**src/rtl/key_tone_if.sv**
```systemverilog
// Key-switch inputs and audio/status outputs of the key tone generator.
// master drives the raw keys; slave is the tone generator itself.
interface key_tone_if;
   logic [7:0] key;
   logic       ain;
   logic       playing;
   logic [2:0] note_idx;

   modport master (
      output key,
      input  ain,
      input  playing,
      input  note_idx
   );

   modport slave (
      input  key,
      output ain,
      output playing,
      output note_idx
   );
endinterface

```
**src/rtl/key_tone_gen.sv**
```systemverilog
// Eight debounced piano keys -> lowest pressed key picks a C4..C5 note, emitted as a
// volume-gated 1-bit square wave for the amplifier AIN pin.
module key_tone_gen #(
   parameter int unsigned CLK_HZ          = 100_000_000,
   parameter int unsigned DEBOUNCE_CYCLES = 1_000_000,
   parameter int unsigned VOL_BITS        = 6
) (
   input logic       clk,
   input logic       rst_n,
   key_tone_if.slave bus
);

   localparam int unsigned CntW = (DEBOUNCE_CYCLES > 1) ? $clog2(DEBOUNCE_CYCLES) : 1;
   localparam logic [CntW-1:0] CntMax = CntW'(DEBOUNCE_CYCLES - 1);

   // Note frequencies held in centi-Hz so the half period rounds with integer math.
   function automatic logic [17:0] calc_half(input int unsigned idx);
      longint unsigned f_chz;
      longint unsigned num;
      case (idx)
         0:       f_chz = 64'd26163;
         1:       f_chz = 64'd29366;
         2:       f_chz = 64'd32963;
         3:       f_chz = 64'd34923;
         4:       f_chz = 64'd39200;
         5:       f_chz = 64'd44000;
         6:       f_chz = 64'd49388;
         default: f_chz = 64'd52325;
      endcase
      num = 64'(CLK_HZ) * 64'd100 + f_chz;
      return 18'(num / (64'd2 * f_chz));
   endfunction

   localparam logic [17:0] HALF [8] = '{
      calc_half(0), calc_half(1), calc_half(2), calc_half(3),
      calc_half(4), calc_half(5), calc_half(6), calc_half(7)
   };

   logic [7:0]          sync1_q, key_s_q;
   logic [7:0]          key_db_q, key_db_d;
   logic [CntW-1:0]     cnt_q [8];
   logic [CntW-1:0]     cnt_d [8];
   logic                playing_q, playing_d;
   logic [2:0]          note_q, note_d, sel;
   logic [17:0]         half_cnt_q, half_cnt_d, half_max;
   logic                tone_q, tone_d, restart;
   logic [VOL_BITS-1:0] vol_cnt_q, vol_cnt_d;
   logic                ain_q, ain_d;

   always_comb begin
      key_db_d = key_db_q;
      for (int i = 0; i < 8; i++) begin
         cnt_d[i] = '0;
         if (key_s_q[i] != key_db_q[i]) begin
            if (cnt_q[i] == CntMax) begin
               key_db_d[i] = key_s_q[i];
            end else begin
               cnt_d[i] = cnt_q[i] + CntW'(1);
            end
         end
      end
   end

   // Lowest index wins: scan upward and keep the first hit.
   always_comb begin
      logic found;
      sel   = '0;
      found = 1'b0;
      for (int i = 0; i < 8; i++) begin
         if (key_db_q[i] && !found) begin
            sel   = 3'(i);
            found = 1'b1;
         end
      end
   end

   assign playing_d = |key_db_q;
   assign note_d    = playing_d ? sel : note_q;
   assign restart   = playing_d && (!playing_q || (note_d != note_q));
   assign half_max  = HALF[note_q] - 18'd1;

   always_comb begin
      half_cnt_d = '0;
      tone_d     = 1'b0;
      if (playing_d && !restart) begin
         if (half_cnt_q == half_max) begin
            tone_d = ~tone_q;
         end else begin
            half_cnt_d = half_cnt_q + 18'd1;
            tone_d     = tone_q;
         end
      end
   end

   assign vol_cnt_d = vol_cnt_q + VOL_BITS'(1);
   assign ain_d     = playing_q & tone_q & (vol_cnt_q == '0);

   always_ff @(posedge clk or negedge rst_n) begin
      if (!rst_n) begin
         sync1_q    <= '0;
         key_s_q    <= '0;
         key_db_q   <= '0;
         for (int i = 0; i < 8; i++) begin
            cnt_q[i] <= '0;
         end
         playing_q  <= 1'b0;
         note_q     <= '0;
         half_cnt_q <= '0;
         tone_q     <= 1'b0;
         vol_cnt_q  <= '0;
         ain_q      <= 1'b0;
      end else begin
         sync1_q    <= bus.key;
         key_s_q    <= sync1_q;
         key_db_q   <= key_db_d;
         for (int i = 0; i < 8; i++) begin
            cnt_q[i] <= cnt_d[i];
         end
         playing_q  <= playing_d;
         note_q     <= note_d;
         half_cnt_q <= half_cnt_d;
         tone_q     <= tone_d;
         vol_cnt_q  <= vol_cnt_d;
         ain_q      <= ain_d;
      end
   end

   assign bus.ain      = ain_q;
   assign bus.playing  = playing_q;
   assign bus.note_idx = note_q;

endmodule

```
**src/flat_wrapper.sv**
```systemverilog
// flat-port wrapper written by rule: the top's interface ports become plain ports
module key_tone_gen_flat 
#(
   parameter int unsigned CLK_HZ          = 100_000_000,
   parameter int unsigned DEBOUNCE_CYCLES = 1_000_000,
   parameter int unsigned VOL_BITS        = 6
)
  (clk, rst_n, bus_key, bus_ain, bus_playing, bus_note_idx);
  key_tone_if bus_i ();
  input logic clk;
  input logic rst_n;
  input wire logic [$bits(bus_i.key)-1:0] bus_key;
  output wire logic [$bits(bus_i.ain)-1:0] bus_ain;
  output wire logic [$bits(bus_i.playing)-1:0] bus_playing;
  output wire logic [$bits(bus_i.note_idx)-1:0] bus_note_idx;
  assign bus_i.key = bus_key;
  assign bus_ain = bus_i.ain;
  assign bus_playing = bus_i.playing;
  assign bus_note_idx = bus_i.note_idx;
  key_tone_gen #(.CLK_HZ(CLK_HZ), .DEBOUNCE_CYCLES(DEBOUNCE_CYCLES), .VOL_BITS(VOL_BITS)) u_core (.clk(clk), .rst_n(rst_n), .bus(bus_i));
endmodule
```
**config.mk**
```make
export PLATFORM = sky130hd
export DESIGN_NAME = key_tone_gen_flat
export DESIGN_NICKNAME = d
export VERILOG_FILES = /design/src/rtl/key_tone_if.sv /design/src/rtl/key_tone_gen.sv /design/src/flat_wrapper.sv
export SDC_FILE = /design/constraint.sdc
export NUM_CORES = 1
export LEC_CHECK = 0
export ABC_CLOCK_PERIOD_IN_PS = 3250
export BUFFER_PORTS_ARGS = -buffer_cell sky130_fd_sc_hd__buf_2
export CORE_AREA = 4 4 178 180
export CTS_CLUSTER_DIAMETER = 150
export DETAILED_ROUTE_END_ITERATION = 10
export DIE_AREA = 0 0 182 184
export SLEW_MARGIN = 40
export SYNTH_ARGS = -nofsm -noshare
export SYNTH_HDL_FRONTEND = slang
export SYNTH_SLANG_ARGS = --single-unit
```
**constraint.sdc**
```tcl
create_clock -name clk -period 3.25 [get_ports clk]
set_input_delay 0.1625 -clock clk [delete_from_list [all_inputs] [get_ports clk]]
set_output_delay 0.1625 -clock clk [all_outputs]
set_load 0.01 [all_outputs]
```
==> results by group <==
Run status
  – Status: completed

Run
  – Max Cap Violations: 0

Yosys
  – XOR/XNOR Fraction of Synth Area: 0.153
  – Mapped Nets: 1073
  – Mapped Cells: 1044
  – Yosys warnings: 0
  – Number of flops mapped to enable cells by yosys: 0
  – Simple-Gate Fraction of Synth Area: 0.248
  – Cell taking the most area after synthesis: dfrtp_1
  – Mean Syn Cell Area: 9.97 um2
  – Post-synthesis mux area share: 0.00745
  – Seq cells post-synth: 214
  – Area contributors post-synth: dfrtp_1 (51%), xor2_1 (8.6%), nor2_1 (7.3%), xnor2_1 (6.7%), nand3_1 (4.0%)
  – Most common cell in the netlist: dfrtp_1
  – Largest family of logic cells by synthesized area: simple AND/OR/NAND/NOR gates
  – Compound-Gate Fraction of Synth Area: 0.0251
  – Top post-synthesis cells by count: dfrtp_1 (214), nor2_1 (202), xor2_1 (102)
  – Ys async rst share: 1.00
  – Synth Cell Area: 0.0104 mm2
  – Post-synth top area share: 0.514
  – Synth Area in Adders: 0.0228
  – Post-synthesis sequential area ratio: 0.514
  – Post-synth cell types: 55
  – Primary FF master, synth: dfrtp_1

Placement
  – DP Area: 0.0109 mm2
  – RePlAce Congestion: 0.808
  – DP Cell Count: 1435
  – PortBufs: 14
  – DP HPWL: 12300 um

Timing
  – Final Cycle Share: 0.913
  – Final Max Slew Viols: 0
  – Fin Clk Skew: 0.00671 ns
  – Finish-stage setup viols: 0
  – Worst slew margin: 0.488
  – Final hold vios: 0
  – RSZ-0062 raised after global routing: false
  – Setup TNS: 0 ns
  – Worst slew pin tran: 0.761 ns
  – Minimum clock period: 2.97 ns
  – F_max: 0.337 GHz

Worst setup path
  – WP data arrival: 3.39 ns
  – Req. time, crit path: 3.67 ns
  – Flop-to-flop setup slack: 0.28 ns
  – CP startpoint kind: flop
  – RR Startpoint: u_core.bus.note_idx[0]
  – Worst-path fanout max: 5
  – Critical path endpoint category: flop
  – WS Path Type: flop to flop
  – Worst Setup SP: u_core.bus.note_idx[0]

CTS
  – Clock-pin slew of the registers on the worst-case setup and hold paths: 0.06 ns
  – Resized Gates After CTS: 0
  – Total CTS buffers: 24
  – Buffer depth of the longest clock path: 3
  – Setup bufs post-CTS: 0
  – Clk_lat worst skew: 0.51 ns
  – Hold Buf Count CTS: 9
  – CTS root buffer: clkbuf_16
  – CTS tree: done
  – Max H-tree Level: 1
  – Clock Sink Count: 214

Floorplan
  – Row Count: 64
  – Initial Util: 0.345
  – Std-Cell Core Area: 0.0302 mm2
  – I/O pins: 15
  – Die ar.: 0.0335 mm2
  – DIE HEIGHT: 184 um
  – Die width: 182 um

Layout
  – Final #Nets: 1103
  – Fillers: 2950
  – Layout area overhead: 13.4%
  – Fin area: 0.0118 mm2
  – Util after Layout: 0.391
  – Non-Filler Instances: 1486
  – N_diodes: 0
  – Layout cell share with drive strength beyond 1: 0.0716

Route
  – Drt wl/cell: 12.6 um
  – Post-Route WL: 18700 um
  – Post-route DRC: 0
  – DR iter-0 viols: 402
  – Pre-antenna DRT Iters: 4
  – Post-route ant nets: 0
  – DR vias: 7104
  – Via density: 4.78

Global route
  – Initial antenna violation count: 0
  – Largest net degree at the start of global routing: 88
  – Gr ovfl total: 0
  – First-pass GRT wire length: 33800 um
  – Vias in the first global route: 7245
  – Total global routing track utilization: 0.115

Min path
  – Tightest Hold Check Type: primary input to async pin

Power and ir drop
  – Worst IR Drop VDD: 0.000268 V
  – Leak: 0.00497 uW
  – Pwr dens: 481 mW/mm2
## critical path, stage by stage (launching register included)
cell     delay, ns
dfrtp_1       0.42
inv_1         0.11
ha_1          0.35
or3b_1        0.42
o31ai_1       0.25
xor2_1        0.12
or4_4         0.55
or4_1         0.51
a21oi_1       0.15
## logic make-up (layout without fill, tap and decap cells)
logic type               count (synthesis)  in the layout
AND/OR/NAND/NOR                        523            523
flip-flops                             214            214
XOR/XNOR                               182            182
buffers and inverters                   59            105
AO/OA/AOI/OAI                           40             40
adder cells (fa/ha/maj)                 19             19
multiplexers                             7              7
## sequential cells by signal, summed over array words and instances (netlist names)
name and cells:
u_core.tone_q 1, u_core.cnt_q 160, u_core.sync1_q 8, u_core.key_db_q 8, u_core.half_cnt_q 18, u_core.vol_cnt_q 6
u_core.bus.ain 1, u_core.key_s_q 8, u_core.bus.note_idx 3, u_core.bus.playing 1
## final cells by class
type / count / area [um2] / share of cell area
multi-input combinational: 771 / 4750 / 0.402
clock inverter: 7 / 110 / 0.00933
tap: 396 / 495 / 0.0420
clock buffer: 35 / 713 / 0.0604
timing repair buffer: 33 / 270 / 0.0229
inverter: 30 / 113 / 0.00954
sequential: 214 / 5360 / 0.454
## where the power goes
part	internal, uW	leakage (uW)	switching [uW]	total, uW
registers	2700	0.00292	29.0	2730
logic	47.1	0.00164	105	152
clock network	1750	0.000408	1040	2790
total	4500	0.00497	1180	5670
## path summary, 6_finish.rpt
path | endpoint | cells past startpoint
setup / recovery | u_core.tone_q | 8
hold reg to reg | u_core.key_s_q[0] | 0
max in group asynchronous | u_core.half_cnt_q[7] | 3
hold / removal | u_core.cnt_q[15] | 2
min in group clk | u_core.sync1_q[2] | 2
setup reg to reg | u_core.tone_q | 8
## layer usage
layer  global-route usage  wire length [um]  vias up
li1                     -                 -     3578
met1                0.155              9110     3430
met2                0.194              8670       62
met3               0.0182               498       34
met4               0.0297               422        0
met5                    0                 0        -
## cells in the final DEF, fill, tap and decap left out, types with 8 or more instances in the layout
cell type,netlist,layout
a21oi_1,8,8
and3_1,19,19
and4_1,16,16
buf_2,1,13
buf_4,1,8
clkbuf_16,0,25
dfrtp_1,214,214
dlygate4sd3_1,0,9
ha_1,19,19
inv_1,30,30
nand2_1,65,65
nand3_1,83,83
nand3b_1,9,9
nand4_1,24,24
nor2_1,202,202
nor3_1,37,37
nor4_1,23,23
o21ai_0,13,11
xnor2_1,80,80
xor2_1,102,102
## stage by stage
step / setup WS (ns) / power [uW] / hold slack [ns]
CTS: 0.270 / 5790 / 0.268
floorplan: 0.0484 / 2840 / -0.133
global route: 0.0886 / 5910 / 0.280
global placement: 0.322 / 2930 / 0.229
detailed placement: 0.273 / 2930 / 0.228
finish: 0.282 / 5670 / 0.224
Power figures use the tool's default switching activity.
